===== src/rtl/memory_stage.sv =====
// memory_stage: MIPS MEM stage; registers EXE results, extracts load data from the data SRAM,
// holds read data across WB stalls and exposes a forwarding view to decode.
module memory_stage #(
    parameter logic [31:0] RESET_PC = 32'hbfc00000
) (
    input  logic        clk,
    input  logic        resetn,
    input  logic        exe_valid,
    input  logic [2:0]  exe_out_op,
    input  logic [4:0]  exe_dest,
    input  logic [31:0] exe_value,
    input  logic [31:0] exe_rt_value,
    input  logic [31:0] exe_pc,
    input  logic [31:0] exe_inst,
    output logic        mem_allowin,
    input  logic [31:0] data_sram_rdata,
    input  logic        wb_allowin,
    output logic        mem_valid,
    output logic [2:0]  mem_out_op,
    output logic [4:0]  mem_dest,
    output logic [31:0] mem_value,
    output logic [31:0] mem_pc,
    output logic [31:0] mem_inst,
    output logic [4:0]  mem_fwd_dest,
    output logic        mem_is_load
);
    logic        valid_q, valid_d, fresh_q, fresh_d, hold_valid_q, hold_valid_d;
    logic [2:0]  op_q, op_d;
    logic [4:0]  dest_q, dest_d;
    logic [31:0] value_q, value_d, rt_q, rt_d, pc_q, pc_d, inst_q, inst_d;
    logic [31:0] hold_data_q, hold_data_d;
    logic        take;
    logic [5:0]  opc;
    logic [1:0]  a;
    logic [4:0]  sh;
    logic [31:0] d, d_sh, lwl_v, lwr_v, load_v;
    logic [7:0]  byte_v;
    logic [15:0] half_v;
    logic        is_load;

    assign mem_allowin = !valid_q || wb_allowin;
    assign take        = exe_valid && mem_allowin;

    always_comb begin
        valid_d     = mem_allowin ? exe_valid : valid_q;
        op_d        = take ? exe_out_op : op_q;
        dest_d      = take ? exe_dest : dest_q;
        value_d     = take ? exe_value : value_q;
        rt_d        = take ? exe_rt_value : rt_q;
        pc_d        = take ? exe_pc : pc_q;
        inst_d      = take ? exe_inst : inst_q;
        fresh_d     = take;
        // SRAM data is only valid on the fresh cycle, so capture it then if WB refuses it
        hold_valid_d = mem_allowin ? 1'b0 : (valid_q && fresh_q) ? 1'b1 : hold_valid_q;
        hold_data_d  = (valid_q && fresh_q && !wb_allowin) ? data_sram_rdata : hold_data_q;
    end

    always_ff @(posedge clk) begin
        if (!resetn) begin
            valid_q      <= 1'b0;
            op_q         <= '0;
            dest_q       <= '0;
            value_q      <= '0;
            rt_q         <= '0;
            pc_q         <= RESET_PC;
            inst_q       <= '0;
            fresh_q      <= 1'b0;
            hold_valid_q <= 1'b0;
            hold_data_q  <= '0;
        end else begin
            valid_q      <= valid_d;
            op_q         <= op_d;
            dest_q       <= dest_d;
            value_q      <= value_d;
            rt_q         <= rt_d;
            pc_q         <= pc_d;
            inst_q       <= inst_d;
            fresh_q      <= fresh_d;
            hold_valid_q <= hold_valid_d;
            hold_data_q  <= hold_data_d;
        end
    end

    always_comb begin
        opc    = inst_q[31:26];
        a      = value_q[1:0];
        sh     = {a, 3'b000};
        d      = hold_valid_q ? hold_data_q : data_sram_rdata;
        d_sh   = d >> sh;
        byte_v = d_sh[7:0];
        half_v = a[1] ? d[31:16] : d[15:0];
        // unaligned loads merge the shifted memory word with the untouched rt bytes
        lwl_v  = (d << (5'd24 - sh)) | (rt_q & (32'h00ffffff >> sh));
        lwr_v  = d_sh | (rt_q & ~(32'hffffffff >> sh));
        is_load = opc inside {6'b100000, 6'b100100, 6'b100001, 6'b100101,
                              6'b100011, 6'b100010, 6'b100110};
        load_v = (opc == 6'b100000) ? {{24{byte_v[7]}}, byte_v} :
                 (opc == 6'b100100) ? {24'b0, byte_v} :
                 (opc == 6'b100001) ? (a[0] ? 32'b0 : {{16{half_v[15]}}, half_v}) :
                 (opc == 6'b100101) ? (a[0] ? 32'b0 : {16'b0, half_v}) :
                 (opc == 6'b100011) ? d :
                 (opc == 6'b100010) ? lwl_v :
                 (opc == 6'b100110) ? lwr_v : value_q;
    end

    assign mem_valid    = valid_q;
    assign mem_out_op   = op_q;
    assign mem_dest     = dest_q;
    assign mem_value    = load_v;
    assign mem_pc       = pc_q;
    assign mem_inst     = inst_q;
    assign mem_fwd_dest = valid_q ? dest_q : 5'd0;
    assign mem_is_load  = valid_q && is_load;
endmodule


===== config.mk =====
export PLATFORM = sky130hd
export DESIGN_NAME = memory_stage
export DESIGN_NICKNAME = d
export VERILOG_FILES = /design/src/rtl/memory_stage.sv
export SDC_FILE = /design/constraint.sdc
export NUM_CORES = 1
export LEC_CHECK = 0
export CELL_PAD_IN_SITES_DETAIL_PLACEMENT = 0
export CELL_PAD_IN_SITES_GLOBAL_PLACEMENT = 1
export CORE_AREA = 5 5 202 204
export CTS_BUF_LIST = sky130_fd_sc_hd__clkbuf_2 sky130_fd_sc_hd__clkbuf_4 sky130_fd_sc_hd__clkbuf_8
export CTS_CLUSTER_SIZE = 14
export DETAILED_ROUTE_END_ITERATION = 10
export DIE_AREA = 0 0 207 209
export MAX_ROUTING_LAYER = met4
export PLACE_DENSITY_LB_ADDON = 0.1
export SLEW_MARGIN = 20
export SYNTH_ARGS = -nofsm -noshare
export SYNTH_HDL_FRONTEND = slang
export SYNTH_SLANG_ARGS = --single-unit

===== constraint.sdc =====
create_clock -name clk -period 7.25 [get_ports clk]
set_input_delay 2.175 -clock clk [delete_from_list [all_inputs] [get_ports clk]]
set_output_delay 2.175 -clock clk [all_outputs]
set_load 0.01 [all_outputs]

==> flow_summary.ini <==
[status]
outcome = finished clean

[cts]
holdBufCountCts = 0
htree_num_levels = 4
path_clk_slew_ps = 90
cts_tree = done
clk_latency_ps = 510
cts.path.max_buffers = 2
cts_setup_buffers = 0
cts_made_buffers = 17
root_buffer = clkbuf_8
cts_sinks = 171

[synthesis]
synthFlopType = dfxtp_1
async_flop_share_pct = 0
synthCells = 1213
syn_avg_cell_area_um2 = 7.87
synth-edff-count = 0
syn_nets = 1385
synth_cell_types = 57
synth-seq-cells = 171
yosysWarningCount = 0
syn_area_um2 = 9540
yosysSeqAreaShare_pct = 35.9

[pwr]
seqPwrFrac_pct = 44.6
ir_worst_vdd_mv = 0.114
leakagePower_nw = 4.65
p_clk_share_pct = 32.4
swShare_pct = 31.2
p_int_mw = 1.59
power_switching_uw = 721
combPwrFrac_pct = 23.0
power.density_nw_per_um2 = 174

[sta]
final.setup.worst_slack_ps = 232
fin_skew_ps = 9.14
timing.setup.tns_ps = 0
max_slew_margin_pct = 29.2
setup_viol = 0
drv_slew = 0
tightest_slew_ps = 1050
period_share_pct = 96.8
hold_viol_final = 0
rsz0062_at_grt = no
fin_crit_ps = 7020
max_freq_ghz = 0.143

[layout]
final_cell_mix = 365 x nand2_1, 282 x clkdlybuf4s50_1, 168 x dfxtp_1, 159 x a21boi_0, 66 x nor2_1
nNetsFinal = 1615
areaGrowthSynthToFinish_pct = 39.4
drive_gt1_share_pct = 8.38
final_common_cell = nand2_1

[detailed_routing]
wl_per_cell_um = 21.7
drc_errors = 0
via_count = 9664
via_per_inst = 4.87
ant_nets = 0
firstDrtPassIters = 7
wirelength_um = 43000
drt_first_iter_violations = 521

[die]
rows = 73
ioPinCount = 284
die_height_um = 209
initial_core_util_pct = 24.4
core_area_um2 = 39100
die_w_um = 207
die-area_um2 = 43300

[setup_path]
critical_path_required_ps = 5080
critPathArrivalTime_ps = 4840
critPathLaunchType = input pin
critical_path_class = input pin to primary output
worst_setup_path_end_kind = primary output
timing.rr.start = mem_valid$_SDFFE_PN0N_
critPathMaxFanout = 4
crit_start = data_sram_rdata[15]

[placement]
port_buffers = 283
routabilityCongestion = 0.884
dp_slack_ps = 38.7
dp_hpwl_um = 31700

[worst_hold_path]
hold_path.class = flip-flop to flip-flop
holdCritStartpoint = rt_q[4]$_SDFFE_PN0P_

[global_route]
overflow = 0
antenna_found_initial = 2
grt.total_usage_pct = 19.8
grt_pass1_wl_um = 63600
grt_pass1_vias = 9794
grt_max_degree = 111

[flow_run]
maxCapViolations = 0
-- logic make-up after synthesis --
logic type | after synthesis | synth area share [%]
flip-flops | 171 | 35.9
buffers and inverters | 106 | 4.56
AND/OR/NAND/NOR | 506 | 21.8
AO/OA/AOI/OAI | 329 | 25.2
multiplexers | 101 | 12.6
-- power groups by stage --
stage	Clock, mW	Combinational (mW)	Sequential, mW
final	0.748	0.531	1.03
after global routing	0.824	0.576	1.04
after CTS	0.792	0.539	1.03
after detailed placement	0	0.536	1.05
after global placement	0	0.538	1.05
after floorplan	0	0.236	1.04
-- sequential cells by signal, summed over array words and instances (netlist names) --
signal        flops
fresh_q           1
hold_data_q      32
hold_valid_q      1
mem_dest          5
mem_inst         32
mem_out_op        3
mem_pc           32
mem_valid         1
rt_q             32
value_q          32
-- per-layer routing --
layer,share of wire (%),vias up,GRT usage (%)
met5,0,-,-
met4,3.7,0,7.59
met3,7.9,62,6.58
met2,44,327,29.2
met1,45,4580,25.3
li1,-,4695,-
-- worst paths after layout --
| kind | endpoint | slack [ps] | depth (start not counted) |
|---|---|---|---|
| setup / recovery | mem_value[11] | 230 | 8 |
| hold / removal | rt_q[4]$_SDFFE_PN0P_ | 470 | 2 |
| hold reg to reg | rt_q[4]$_SDFFE_PN0P_ | 470 | 2 |
| setup reg to reg | rt_q[9]$_SDFFE_PN0P_ | 4650 | 6 |
-- synth_stat cells, types with 3 or more instances --
cell       count  area share (%)
and3_1         3            0.20
o21ai_0       13            0.68
mux2i_1       58             6.1
a21oi_1       37             1.9
and2_1         8            0.52
o311ai_0       3            0.28
nor2b_1        5            0.33
clkbuf_1      73             2.9
or2_2          4            0.26
nor3_1        11            0.58
mux4_2        12             2.8
o2111ai_1      3            0.28
a221oi_1       3            0.28
nor2_1        66             2.6
buf_1          9            0.35
o211ai_1       6            0.47
or3_1          4            0.26
a21o_1         4            0.31
a21boi_0     159              13
nor3_2         3            0.31
buf_2         15            0.79
o22a_1         6            0.55
mux2_2        31             3.7
nand2_1      366              14
inv_1          6            0.24
a31oi_1        9            0.59
nand3_1       16            0.84
o21ai_1        4            0.21
a211o_1       12             1.1
a22o_1         3            0.28
o22ai_1       12            0.79
a221o_1        4            0.42
o221a_2        3            0.35
a211oi_1      14             1.1
dfxtp_1      171              36
nand2b_1      12            0.79
o31ai_1        3            0.24
o221ai_1      13             1.2
o21a_1         4            0.31
-- per-stage QoR --
step / hold slack (ps) / total power [mW] / util (%) / cell area, um2 / std cells
finish: 468 / 2.31 / 34.0 / 13300 / 1984
global route: 494 / 2.44 / 34.0 / 13300 / 1983
CTS: 474 / 2.36 / 34.0 / 13300 / 1981
detailed placement: 458 / 1.59 / 32.9 / 12900 / 1949
global placement: 449 / 1.59 / 32.9 / 12900 / 1949
floorplan: 441 / 1.28 / - / 9540 / 1213
-- critical path: stages --
cell and delay, ps:
clkdlybuf4s50_1 500, mux2i_1 160, mux4_2 580, or3_1 390, buf_4 170, o211ai_1 90, o22a_1 210, clkdlybuf4s50_1 560
-- final cells by class --
cell class / instances / area [um2]
sequential: 171 / 3430
antenna: 3 / 7.51
clock inverter: 13 / 156
tap: 525 / 657
fill: 4239 / 25800
multi-input combinational: 936 / 5700
timing repair buffer: 311 / 3070
clock buffer: 19 / 262
inverter: 6 / 22.5
-- repair_timing --
| action | in CTS | in global routing |
|---|---|---|
| endpoints found under the setup margin | 0 | 5 |
| resized for setup | 0 | 1 |
| hold endpoints to repair | 0 | 0 |
(Power assumes the default switching activity.)
